==> src/rtl/fsmd_1010_pkg.sv <==
// Shared definitions for the 1010-preamble FSMD serial link (transmit and receive sides).
package fsmd_1010_pkg;

   localparam int PRE_W   = 4;
   localparam int DATA_W  = 16;
   localparam int FRAME_W = PRE_W + DATA_W;
   localparam logic [PRE_W-1:0] PREAMBLE = 4'b1010;

   typedef enum logic [1:0] {
      S_IDLE = 2'd0,
      S_PRE  = 2'd1,
      S_DATA = 2'd2,
      S_PAR  = 2'd3
   } state_t;

   // Width of a down-counter that must hold n-1.
   function automatic int cnt_width(input int n);
      return (n <= 2) ? 1 : $clog2(n);
   endfunction

endpackage

==> src/rtl/fsmd_1010_tx_if.sv <==
// Frame request / serial output bundle of the 1010-preamble transmitter.
interface fsmd_1010_tx_if #(
   parameter int DATA_W = fsmd_1010_pkg::DATA_W
);
   logic              start;
   logic [DATA_W-1:0] data_in;
   logic              d_out;
   logic              frame;
   logic              busy;
   logic              done;

   modport master (
      output start, data_in,
      input  d_out, frame, busy, done
   );

   modport slave (
      input  start, data_in,
      output d_out, frame, busy, done
   );
endinterface

==> src/rtl/fsmd_1010_shreg.sv <==
// Loadable left shift register with a saturating down-counter marking the last bit.
module fsmd_1010_shreg #(
   parameter int FRAME_W = fsmd_1010_pkg::FRAME_W,
   parameter int CNT_W   = fsmd_1010_pkg::cnt_width(fsmd_1010_pkg::FRAME_W)
) (
   input  logic               clk,
   input  logic               reset_n,
   input  logic               load,
   input  logic               shift,
   input  logic [FRAME_W-1:0] load_word,
   output logic               out_bit,
   output logic [CNT_W-1:0]   count,
   output logic               last
);

   logic [FRAME_W-1:0] sh_reg;
   logic [FRAME_W-1:0] sh_next;
   logic [FRAME_W-1:0] shifted;
   logic [CNT_W-1:0]   cnt_reg;

   genvar gi;
   generate
      for (gi = 0; gi < FRAME_W; gi++) begin : g_bit
         if (gi == 0) begin : g_lsb
            assign shifted[gi] = 1'b0;
         end else begin : g_upper
            assign shifted[gi] = sh_reg[gi-1];
         end
      end
   endgenerate

   always_comb begin
      sh_next = sh_reg;
      if (load) begin
         sh_next = load_word;
      end else if (shift) begin
         sh_next = shifted;
      end
   end

   // Counter holds the number of bits still to follow the one on the line.
   always_ff @(posedge clk) begin
      if (!reset_n) begin
         sh_reg  <= '0;
         cnt_reg <= '0;
      end else begin
         sh_reg <= sh_next;
         if (load) begin
            cnt_reg <= CNT_W'(FRAME_W - 1);
         end else if (shift && (cnt_reg != '0)) begin
            cnt_reg <= cnt_reg - CNT_W'(1);
         end
      end
   end

   assign out_bit = sh_reg[FRAME_W-1];
   assign count   = cnt_reg;
   assign last    = (cnt_reg == '0);

endmodule

==> src/rtl/fsmd_1010_tx.sv <==
// 1010-preamble serial frame transmitter: preamble, payload MSB-first, optional even parity.
// Optional parity bit is compiled in with `define FSMD_TX_PARITY_EN.
module fsmd_1010_tx #(
   parameter int               DATA_W   = fsmd_1010_pkg::DATA_W,
   parameter int               PRE_W    = fsmd_1010_pkg::PRE_W,
   parameter logic [PRE_W-1:0] PREAMBLE = fsmd_1010_pkg::PREAMBLE
) (
   input  logic                 clk,
   input  logic                 reset_n,
   fsmd_1010_tx_if.slave        bus
);
   import fsmd_1010_pkg::*;

   localparam int FRAME_BITS = PRE_W + DATA_W;
   localparam int CNT_BITS   = cnt_width(FRAME_BITS);

   state_t                state_reg;
   logic                  d_out_reg;
   logic                  frame_reg;
   logic                  busy_reg;
   logic                  done_reg;
`ifdef FSMD_TX_PARITY_EN
   logic                  par_reg;
`endif

   logic                  load;
   logic                  shift;
   logic [FRAME_BITS-1:0] load_word;
   logic                  next_bit;
   logic [CNT_BITS-1:0]   count;
   logic                  last;

   // The first preamble bit goes straight to d_out at acceptance, so the shifter
   // is loaded already advanced by one position.
   assign load_word = {PREAMBLE[PRE_W-2:0], bus.data_in, 1'b0};
   assign load      = (state_reg == S_IDLE) && bus.start;
   assign shift     = (state_reg == S_PRE) || ((state_reg == S_DATA) && !last);

   fsmd_1010_shreg #(
      .FRAME_W (FRAME_BITS),
      .CNT_W   (CNT_BITS)
   ) u_shreg (
      .clk       (clk),
      .reset_n   (reset_n),
      .load      (load),
      .shift     (shift),
      .load_word (load_word),
      .out_bit   (next_bit),
      .count     (count),
      .last      (last)
   );

   always_ff @(posedge clk) begin
      if (!reset_n) begin
         state_reg <= S_IDLE;
         d_out_reg <= 1'b0;
         frame_reg <= 1'b0;
         busy_reg  <= 1'b0;
         done_reg  <= 1'b0;
`ifdef FSMD_TX_PARITY_EN
         par_reg   <= 1'b0;
`endif
      end else begin
         done_reg <= 1'b0;
         case (state_reg)
            S_IDLE: begin
               if (bus.start) begin
                  state_reg <= S_PRE;
                  d_out_reg <= PREAMBLE[PRE_W-1];
                  frame_reg <= 1'b1;
                  busy_reg  <= 1'b1;
`ifdef FSMD_TX_PARITY_EN
                  par_reg   <= ^bus.data_in;
`endif
               end
            end
            S_PRE: begin
               d_out_reg <= next_bit;
               // Remaining count equals DATA_W exactly when the payload MSB is next.
               if (count == CNT_BITS'(DATA_W)) begin
                  state_reg <= S_DATA;
               end
            end
            S_DATA: begin
               if (!last) begin
                  d_out_reg <= next_bit;
               end else begin
`ifdef FSMD_TX_PARITY_EN
                  state_reg <= S_PAR;
                  d_out_reg <= par_reg;
`else
                  state_reg <= S_IDLE;
                  d_out_reg <= 1'b0;
                  frame_reg <= 1'b0;
                  busy_reg  <= 1'b0;
                  done_reg  <= 1'b1;
`endif
               end
            end
`ifdef FSMD_TX_PARITY_EN
            S_PAR: begin
               state_reg <= S_IDLE;
               d_out_reg <= 1'b0;
               frame_reg <= 1'b0;
               busy_reg  <= 1'b0;
               done_reg  <= 1'b1;
            end
`endif
            default: begin
               state_reg <= S_IDLE;
               d_out_reg <= 1'b0;
               frame_reg <= 1'b0;
               busy_reg  <= 1'b0;
            end
         endcase
      end
   end

   assign bus.d_out = d_out_reg;
   assign bus.frame = frame_reg;
   assign bus.busy  = busy_reg;
   assign bus.done  = done_reg;

endmodule

==> src/flat_wrapper.sv <==
// flat-port wrapper written by rule: the top's interface ports become plain ports
module fsmd_1010_tx_flat import fsmd_1010_pkg::*;
#(
   parameter int               DATA_W   = fsmd_1010_pkg::DATA_W,
   parameter int               PRE_W    = fsmd_1010_pkg::PRE_W,
   parameter logic [PRE_W-1:0] PREAMBLE = fsmd_1010_pkg::PREAMBLE
)
  (clk, reset_n, bus_start, bus_data_in, bus_d_out, bus_frame, bus_busy, bus_done);
  fsmd_1010_tx_if #(.DATA_W(DATA_W)) bus_i ();
  input  logic clk;
  input  logic reset_n;
  input wire logic [$bits(bus_i.start)-1:0] bus_start;
  input wire logic [$bits(bus_i.data_in)-1:0] bus_data_in;
  output wire logic [$bits(bus_i.d_out)-1:0] bus_d_out;
  output wire logic [$bits(bus_i.frame)-1:0] bus_frame;
  output wire logic [$bits(bus_i.busy)-1:0] bus_busy;
  output wire logic [$bits(bus_i.done)-1:0] bus_done;
  assign bus_i.start = bus_start;
  assign bus_i.data_in = bus_data_in;
  assign bus_d_out = bus_i.d_out;
  assign bus_frame = bus_i.frame;
  assign bus_busy = bus_i.busy;
  assign bus_done = bus_i.done;
  fsmd_1010_tx #(.DATA_W(DATA_W), .PRE_W(PRE_W), .PREAMBLE(PREAMBLE)) u_core (.clk(clk), .reset_n(reset_n), .bus(bus_i));
endmodule
==> config.mk <==
export PLATFORM = sky130hd
export DESIGN_NAME = fsmd_1010_tx_flat
export DESIGN_NICKNAME = d
export VERILOG_FILES = /design/src/rtl/fsmd_1010_pkg.sv /design/src/rtl/fsmd_1010_tx_if.sv /design/src/rtl/fsmd_1010_shreg.sv /design/src/rtl/fsmd_1010_tx.sv /design/src/flat_wrapper.sv
export SDC_FILE = /design/constraint.sdc
export NUM_CORES = 1
export LEC_CHECK = 0
export CORE_ASPECT_RATIO = 0.6
export CORE_MARGIN = 10
export CORE_UTILIZATION = 35
export CTS_CLUSTER_DIAMETER = 200
export DETAILED_ROUTE_END_ITERATION = 16
export PLACE_DENSITY = 0.64
export SLEW_MARGIN = 20
export SYNTH_ARGS = -nofsm -noshare
export SYNTH_HDL_FRONTEND = slang
export SYNTH_SLANG_ARGS = --single-unit
==> constraint.sdc <==
create_clock -name clk -period 1.9 [get_ports clk]
set_input_delay 0.19 -clock clk [delete_from_list [all_inputs] [get_ports clk]]
set_output_delay 0.19 -clock clk [all_outputs]
set_load 0.02 [all_outputs]
### Yosys cells after proc, flatten, opt, wreduce, memory -nomap -nowiden

Cells that the tools add are included.

* add/sub/neg operators: 1
* equal/unequal tests: 6
* muxes and demuxes: 14
* bitwise logic cells: 2
* reduce and logical (&&, ||, !) cells: 14

Operator list (number)
* 2-to-1 mux 19 bit: 2
* 2-to-1 mux 5 bit: 2
* 2-to-1 mux 2 bit: 3
* case mux 1 bit (3 select lines): 2
* case mux 2 bit (3 select lines): 1
* AND reduction 3 bit: 2
* equality test 5 bit (second input constant): 1
* logical NOT 5 bit: 1
* nonzero test 5 bit: 1
* subtractor 5 x 1 -> 5 bit (second input constant): 1
* 2-to-1 mux 1 bit: 4
* inequality test 2 bit (second input constant): 2
* nonzero test 2 bit: 2
* logical AND 1 bit: 3
* equality test 2 x 1 -> 1 bit (second input constant): 1
* equality test 2 bit (second input constant): 1
* logical NOT 2 bit: 1
* inequality test 2 x 1 -> 1 bit (second input constant): 1
* inverter 1 bit: 2
* AND reduction 2 bit: 1
* OR reduction 2 bit: 1
* logical NOT 1 bit: 1
* logical OR 1 bit: 1

* flip-flop bits (word level): 29
* word-level logic and storage cells: 45

### Logic depth before layout (Yosys ltp)

Gate-level depths: netlist of run 1.

* depth in word-level cells: 7
* depth in mapped cells: 6
* mapped depth without buffers: 5

### Cells and area by module

Synthesis of run 1 repeated with hierarchy kept, for this count alone.

* cells, all modules: 168
* area, all modules: 1432.6 sq um

By module, submodules not included
* fsmd_1010_shreg: instances 1, cells each 139, area each 1194.9 sq um
* fsmd_1010_tx: instances 1, cells each 29, area each 237.7 sq um

### Worst setup path after synthesis of run 1

OpenSTA, ideal clock, no wires.

* kind: register -> register
* from: register u_core.u_shreg.cnt_reg[0], in the netlist u_core.u_shreg.count[0]
* to: register u_core.u_shreg.cnt_reg[3], in the netlist u_core.u_shreg.count[3]
* setup time: 86 ps
* data arrival time: 1465 ps
* setup slack: 349 ps
* stages on the path, launching flop included: 6
* buffers on the path: 0
* period minus slack after synthesis: 1551 ps
* cells stage by stage: dfxtp_1 > inv_1 > ha_1 > nor4b_4 > or4_1 > a211oi_1

* word-level cells in the longest chain between the ends: 5

Ends and longest elaborated chain
* from (decl): line fsmd_1010_shreg.sv:19 `logic [CNT_W-1:0] cnt_reg;`
* from (signal assigned): line fsmd_1010_shreg.sv:49 `cnt_reg <= CNT_W'(FRAME_W - 1);`
* from (signal assigned): line fsmd_1010_shreg.sv:51 `cnt_reg <= cnt_reg - CNT_W'(1);`
* parallel branches: the longest is 5 deep, another holds subtractor 5 x 1 -> 5 bit

Parallel ways; which one is timed is not known.
A chain may end at the register's enable or synchronous reset.

### Final worst setup path of run 1

* from: register u_core.u_shreg.cnt_reg[0], in the netlist u_core.u_shreg.count[0]
* to: register u_core.u_shreg.sh_reg[17]

* word-level cells in the longest chain between the ends: 4

Ends and longest elaborated chain
* logical NOT 5 bit: line fsmd_1010_shreg.sv:58 `assign last = (cnt_reg == '0);`
* logical NOT 1 bit: line fsmd_1010_tx.sv:37 `assign shift = (state_reg == S_PRE) || ((state_reg == S_DATA) && !last);`
* logical AND 1 bit: line fsmd_1010_tx.sv:37
* logical OR 1 bit: line fsmd_1010_tx.sv:37
* to (signal assigned): line fsmd_1010_shreg.sv:47 `sh_reg <= sh_next;`
* to (decl): line fsmd_1010_shreg.sv:16 `logic [FRAME_W-1:0] sh_reg;`

Every way passes these cells.

==> impl_metrics.env, run 1 <==
export IMPL_grt_pass1_vias=1452
export IMPL_vias_per_cell=5.57
export IMPL_start_util_pct=36.2
export IMPL_row_count=19
export IMPL_drt_pass1_iterations=4
export IMPL_synth_seq_cells=29
export IMPL_fin_crit_sh_pct=91.6
export IMPL_end_kind="register"
export IMPL_cts_tree="built"
export IMPL_min_path_cells=2
export IMPL_clock_latency_ns=0.28
export IMPL_area_growth_syn_to_layout_pct=24.0
export IMPL_dp_cells=273
export IMPL_syn_inst=195
export IMPL_die_w_um=109
export IMPL_crit_path_max_incr_delay_ns=0.54
export IMPL_critPathSlowestCell="or4b_4"
export IMPL_cp_num_buf_inv=1
export IMPL_synth_top_cell_by_area="dfxtp_1"
export IMPL_finalPower_uw=1950
export IMPL_numPortBuffers=22
export IMPL_clock_sinks=29
export IMPL_synth_distinct_cells=42
export IMPL_post_cts_setup_buffers=0
export IMPL_setup_violations=0
export IMPL_reg2reg_slack_ns=0.16
export IMPL_vias=1560
export IMPL_setup_tns_ns=0
export IMPL_fmax_mhz=575
export IMPL_ys_warn_count=0
export IMPL_relSlewSlack_pct=76.7
export IMPL_start_kind="register"
export IMPL_cp_cell_sequence="inv_1, ha_1, or4b_4, a21boi_2, mux2i_1"
export IMPL_arrival_ns=1.95
export IMPL_cts_path_max_buffers=2
export IMPL_critPathLaunch="u_core.u_shreg.count[0]"
export IMPL_synth_top_area_share_pct=35.2
export IMPL_synthFlopType="dfxtp_1"
export IMPL_critPathRequiredTime_ns=2.11
export IMPL_maxSlewViolCount=0
export IMPL_cts_root_buf="clkbuf_8"
export IMPL_status="finished clean"
export IMPL_grt_max_degree=22
export IMPL_ys_top_cells_by_area="dfxtp_1 (35%), o311a_1 (9.7%), o211ai_1 (7.3%)"
export IMPL_drv_cap=0
export IMPL_cts_buffers=5
export IMPL_grt_setup_unrepaired="no"
export IMPL_dp_hpwl_mm=2.96
export IMPL_r2r_start="u_core.u_shreg.count[0]"
export IMPL_async_reset_ff_share_pct=0
export IMPL_skew_ns=0.00324
export IMPL_synth_nets=215
export IMPL_hold_buffers=0
export IMPL_worst_pin_slew_ns=0.346
export IMPL_gp_congestion=0.815
export IMPL_drt_iter0_drc=117
export IMPL_fin_nets=237
export IMPL_n_antenna_cell=0
export IMPL_totalWireLength_mm=4.34
export IMPL_min_period_ns=1.74
export IMPL_reg2reg_to="u_core.u_shreg.sh_reg[17]"
export IMPL_multi_input_area_um2=952
export IMPL_hold_start="u_core.u_shreg.sh_reg[19]"
export IMPL_ff_latch_area_um2=581
export IMPL_wl_per_cell_um=15.5
export IMPL_fp_coreArea_um2=4560
export IMPL_grt_first_pass_wirelength_mm=7.23
export IMPL_drc=0
export IMPL_min_path_type="reg -> reg"
export IMPL_hold_path_end="u_core.bus.d_out"
export IMPL_fillers=459
export IMPL_antenna_found_initial=0
export IMPL_dieHeight_um=73.2
export IMPL_clk_pin_slew_ns=0.06
export IMPL_irDropWorstVdd_mv=0.400
export IMPL_antenna_left=0
export IMPL_avgSynthCellArea_um2=8.46
export IMPL_grtUsageTotal_pct=11.1
export IMPL_largest_reg_flops=19
export IMPL_instances_no_fill=280
export IMPL_design_area_um2=2050
export IMPL_post_cts_resize_count=0
export IMPL_drive_gt1_share_pct=12.0
export IMPL_placedInstanceArea_um2=1960
export IMPL_powerDensity_nw_per_um2=953
export IMPL_synth_area_um2=1650
export IMPL_rr_worst_depth=5
export IMPL_hold_violations=0
export IMPL_yosysSeqAreaShare_pct=35.2
export IMPL_path_class="reg -> reg"
export IMPL_crit_family="simple AND/OR/NAND/NOR gates"
export IMPL_p_leak_uw=0.000684
export IMPL_htree_levels=2
export IMPL_ios=23
export IMPL_synth_edff_count=0
export IMPL_grt_overflow_total=0
export IMPL_worst_path_max_fanout=5
export IMPL_dieArea_um2=7950
synth_stat cells, types with 2 or more instances:
cell and count:
dfxtp_1 29, o21ai_0 18, a21oi_1 17, nand2_1 17, o211ai_1 16, o311a_1 16
nand3b_1 15, clkbuf_1 12, buf_2 7, nand3_1 5, a211oi_1 4, inv_1 3
nor2_1 3, mux2i_1 2, nand2b_1 2, nor3_1 2, o22ai_1 2
metrics by stage:
step	hold slack, ns	setup WS, ns	utilization [%]
CTS	0.473	0.165	44.8
floorplan	0.342	0.349	-
global placement	0.462	0.214	42.9
global route	0.503	0.0724	44.8
detailed placement	0.464	0.200	42.9
finish	0.470	0.160	44.8
layer usage:
layer | GRT usage (%) | wire, um
met4 | 2.33 | 29
met3 | 4.06 | 279
met2 | 15.3 | 1680
met1 | 15.8 | 2340
met5 | 0 | 0
worst max path at each step:
stage,end,slack (ns),depth (start not counted)
5_1_grt,u_core.u_shreg.sh_reg[17],0.07,5
6_report,u_core.u_shreg.sh_reg[17],0.16,5
3_5_place_dp,u_core.u_shreg.sh_reg[13],0.20,5
2_1_floorplan,u_core.u_shreg.count[3],0.35,5
3_3_place_gp,u_core.u_shreg.sh_reg[19],0.21,5
4_1_cts,u_core.u_shreg.sh_reg[19],0.17,5
worst register-to-register path, cell delays in order, from the launching register on:
cell	delay, ns
dfxtp_1	0.33
inv_1	0.06
ha_1	0.23
or4b_4	0.54
a21boi_2	0.29
mux2i_1	0.22
where the power goes:
part           internal [uW]  total [uW]  switching, uW
Sequential               690         762           72.1
Combinational            306         669            364
Clock                    287         518            231
Total                   1280        1950            667
layout make-up:
class	instances	area share (%)
Multi-Input combinational cell	140	46.5
Clock buffer	7	4.22
Timing Repair Buffer	37	16.3
Tap cell	63	3.85
Inverter	4	0.734
Sequential cell	29	28.4
cell usage in the layout, fill, tap and decap left out, types with 2 or more instances in the layout:
cell              n
dfxtp_1          29
nand3b_1         15
o22ai_1           2
a211oi_1          4
inv_1             3
o211ai_1         16
nor2_1            3
clkbuf_8          6
o21ai_0          18
a21oi_1          17
nand2b_1          2
mux2i_1           2
clkdlybuf4s50_1  22
o311a_1          16
buf_4            15
nor3_1            2
nand2_1          17
nand3_1           5
cells by family (layout without fill, tap and decap cells):
| family | Yosys count | in the layout | synth area share, % |
|---|---|---|---|
| AO/OA/AOI/OAI | 81 | 81 | 34.5 |
| AND/OR/NAND/NOR | 54 | 54 | 20.2 |
| flip-flops | 29 | 29 | 35.2 |
| buffers and inverters | 26 | 48 | 7.13 |
| XOR/XNOR | 2 | 2 | 1.06 |
| multiplexers | 2 | 2 | 1.21 |
| adder cells (fa/ha/maj) | 1 | 1 | 0.758 |
Note: power is estimated with default switching activity, not from simulation.
==> inputs of run 2 (changes only) <==
--- a/config.mk
+++ b/config.mk
@@ -7,11 +7,12 @@
 export LEC_CHECK = 0
 export CORE_ASPECT_RATIO = 0.6
 export CORE_MARGIN = 10
-export CORE_UTILIZATION = 35
+export CORE_UTILIZATION = 30
 export CTS_CLUSTER_DIAMETER = 200
 export DETAILED_ROUTE_END_ITERATION = 16
-export PLACE_DENSITY = 0.64
+export PLACE_DENSITY = 0.59
 export SLEW_MARGIN = 20
 export SYNTH_ARGS = -nofsm -noshare
 export SYNTH_HDL_FRONTEND = slang
+export SYNTH_HIERARCHICAL = 1
 export SYNTH_SLANG_ARGS = --single-unit
==> constraint.sdc (replaced) <==
create_clock -name clk -period 1.9 [get_ports clk]
set_input_delay 0.19 -clock clk [delete_from_list [all_inputs] [get_ports clk]]
set_output_delay 0.19 -clock clk [all_outputs]
set_load 0.05 [all_outputs]
==> impl_metrics.env, run 2 <==
export IMPL_row_count=19
export IMPL_min_path_type="reg -> reg"
export IMPL_final_common_cell="nand2_1"
export IMPL_end_kind="register"
export IMPL_clk_pin_slew_ns=0.07
export IMPL_yosysSeqAreaShare_pct=41.9
export IMPL_vias_per_cell=4.45
export IMPL_hold_violations=0
export IMPL_min_period_ns=1.97
export IMPL_n_antenna_cell=0
export IMPL_violations="setup timing"
export IMPL_synthFlopType="dfxtp_1"
export IMPL_largest_reg_flops=20
export IMPL_antenna_left=0
export IMPL_dp_cells=256
export IMPL_post_synth_most_frequent_cells="dfxtp_1 (30), nand2_1 (29), o21ai_0 (22)"
export IMPL_start_util_pct=31.2
export IMPL_drive_gt1_share_pct=15.8
export IMPL_area_growth_syn_to_layout_pct=40.3
export IMPL_worst_pin_slew_ns=0.506
export IMPL_drv_cap=0
export IMPL_fin_crit_sh_pct=104
export IMPL_cts_buffers=5
export IMPL_synth_edff_count=0
export IMPL_numPortBuffers=22
export IMPL_mostFrequentLayoutCells="nand2_1 (29), dfxtp_1 (28), clkdlybuf4s50_1 (22)"
export IMPL_setup_ws_ns=-0.0744
export IMPL_dieArea_um2=8030
export IMPL_dp_slack_ns=-0.0245
export IMPL_grt_pass1_vias=1099
export IMPL_yosysMostFrequentCell="dfxtp_1"
export IMPL_async_reset_ff_share_pct=0
export IMPL_wl_per_cell_um=11.9
export IMPL_totalWireLength_mm=3.16
export IMPL_start_kind="register"
export IMPL_path_class="reg -> reg"
export IMPL_skew_ns=0.00665
export IMPL_setup_tns_ns=-0.118
export IMPL_grt_max_degree=50
export IMPL_synth_distinct_cells=29
export IMPL_gp_congestion=0.751
export IMPL_irDropWorstVdd_mv=0.489
export IMPL_worst_path_max_fanout=2
export IMPL_htree_levels=2
export IMPL_fmax_mhz=506
export IMPL_p_leak_uw=0.000787
export IMPL_avgSynthCellArea_um2=8.53
export IMPL_synth_top_cell_by_area="dfxtp_1"
export IMPL_drt_pass1_iterations=4
export IMPL_synth_seq_cells=30
export IMPL_clock_sinks=30
export IMPL_syn_inst=168
export IMPL_ios=23
export IMPL_relSlewSlack_pct=66.2
export IMPL_instances_no_fill=266
export IMPL_setup_violations=3
export IMPL_clock_latency_ns=0.29
export IMPL_powerDensity_nw_per_um2=1080
export IMPL_synth_area_um2=1430
export IMPL_cts_tree="built"
export IMPL_ys_top_cells_by_area="dfxtp_1 (42%), mux2i_1 (13%), and2_1 (8.7%)"
export IMPL_grt_first_pass_wirelength_mm=5.22
export IMPL_arrival_ns=2.19
export IMPL_vias=1184
export IMPL_drt_iter0_drc=55
export IMPL_fin_nets=222
export IMPL_grt_overflow_total=0
export IMPL_cts_root_buf="clkbuf_8"
export IMPL_die_w_um=109
export IMPL_dieHeight_um=73.5
export IMPL_critPathRequiredTime_ns=2.12
export IMPL_ys_warn_count=6
export IMPL_status="finished with violations"
export IMPL_grtUsageTotal_pct=8.48
export IMPL_drc=0
export IMPL_synth_top_area_share_pct=41.9
export IMPL_cts_path_max_buffers=2
export IMPL_maxSlewViolCount=0
export IMPL_dp_hpwl_mm=2.18
export IMPL_fp_coreArea_um2=4590
export IMPL_antenna_found_initial=0
export IMPL_grt_setup_unrepaired="yes"
[run 2: cell type report]
type / instances / area [um2]
flip-flops and latches: 30 / 603
clock inverters: 2 / 60.1
repair buffers: 36 / 358
inverters: 2 / 7.51
clock buffers: 6 / 82.6
well taps: 63 / 78.8
multi-input cells: 127 / 821
fillers: 458 / 2580
[run 2: final timing paths]
check,slack [ns],startpoint,cells past startpoint,end
worst max register to register,-0.07,u_core/u_shreg/count[0],8,u_core/u_shreg/count[3]
worst min register to register,0.50,u_core/u_shreg/sh_reg[19],2,u_core/bus.d_out
worst min-delay path,0.50,u_core/u_shreg/sh_reg[19],2,u_core/bus.d_out
worst max-delay path,-0.07,u_core/u_shreg/count[0],8,u_core/u_shreg/count[3]
[run 2: metrics by stage]
| step | instance area [um2] | power (uW) | hold slack [ns] | util, % |
|---|---|---|---|---|
| finish | 2010 | 2170 | 0.497 | 43.8 |
| floorplan | 1480 | 1160 | 0.299 | - |
| detailed placement | 1840 | 1350 | 0.489 | 40.0 |
| global placement | 1840 | 1350 | 0.496 | 40.0 |
| global route | 2010 | 2300 | 0.517 | 43.8 |
| CTS | 1990 | 2170 | 0.498 | 43.3 |
[run 2: repair_timing]
item,CTS,global route
hold buffers,0,0
gates resized for setup,0,18
endpoints found under the setup margin,1,23
pin swaps,1,3
buffers inserted,1,1
[run 2: worst max-delay path, cell delays in order (launching register included)]
cell,delay (ns)
dfxtp_2,0.34
inv_2,0.04
ha_4,0.15
nor4b_4,0.13
nor3b_2,0.21
or2_1,0.15
or4b_1,0.45
or3_1,0.32
a21oi_1,0.12
[run 2: logic make-up after synthesis]
kind of cell	count (synthesis)	share of synthesized area [%]
AO/OA/AOI/OAI	34	13.5
other	2	0.524
multiplexers	19	13.3
AND/OR/NAND/NOR	69	25.9
adder cells (fa/ha/maj)	1	0.873
buffers and inverters	13	4.11
flip-flops	30	41.9
[run 2: metal layers]
metal	vias to the layer above	track usage (%)	wire (um)
met1	510	11.8	1700
met3	8	3.93	198
li1	633	-	-
met4	0	3.88	51
met5	-	0	0
met2	33	10.6	1210
[run 2: report_power, final]
part	total, uW	leakage, uW	switching (uW)	internal (uW)
Combinational	604	0.000468	295	310
Clock	812	0.0000714	253	559
Sequential	757	0.000247	51.8	705
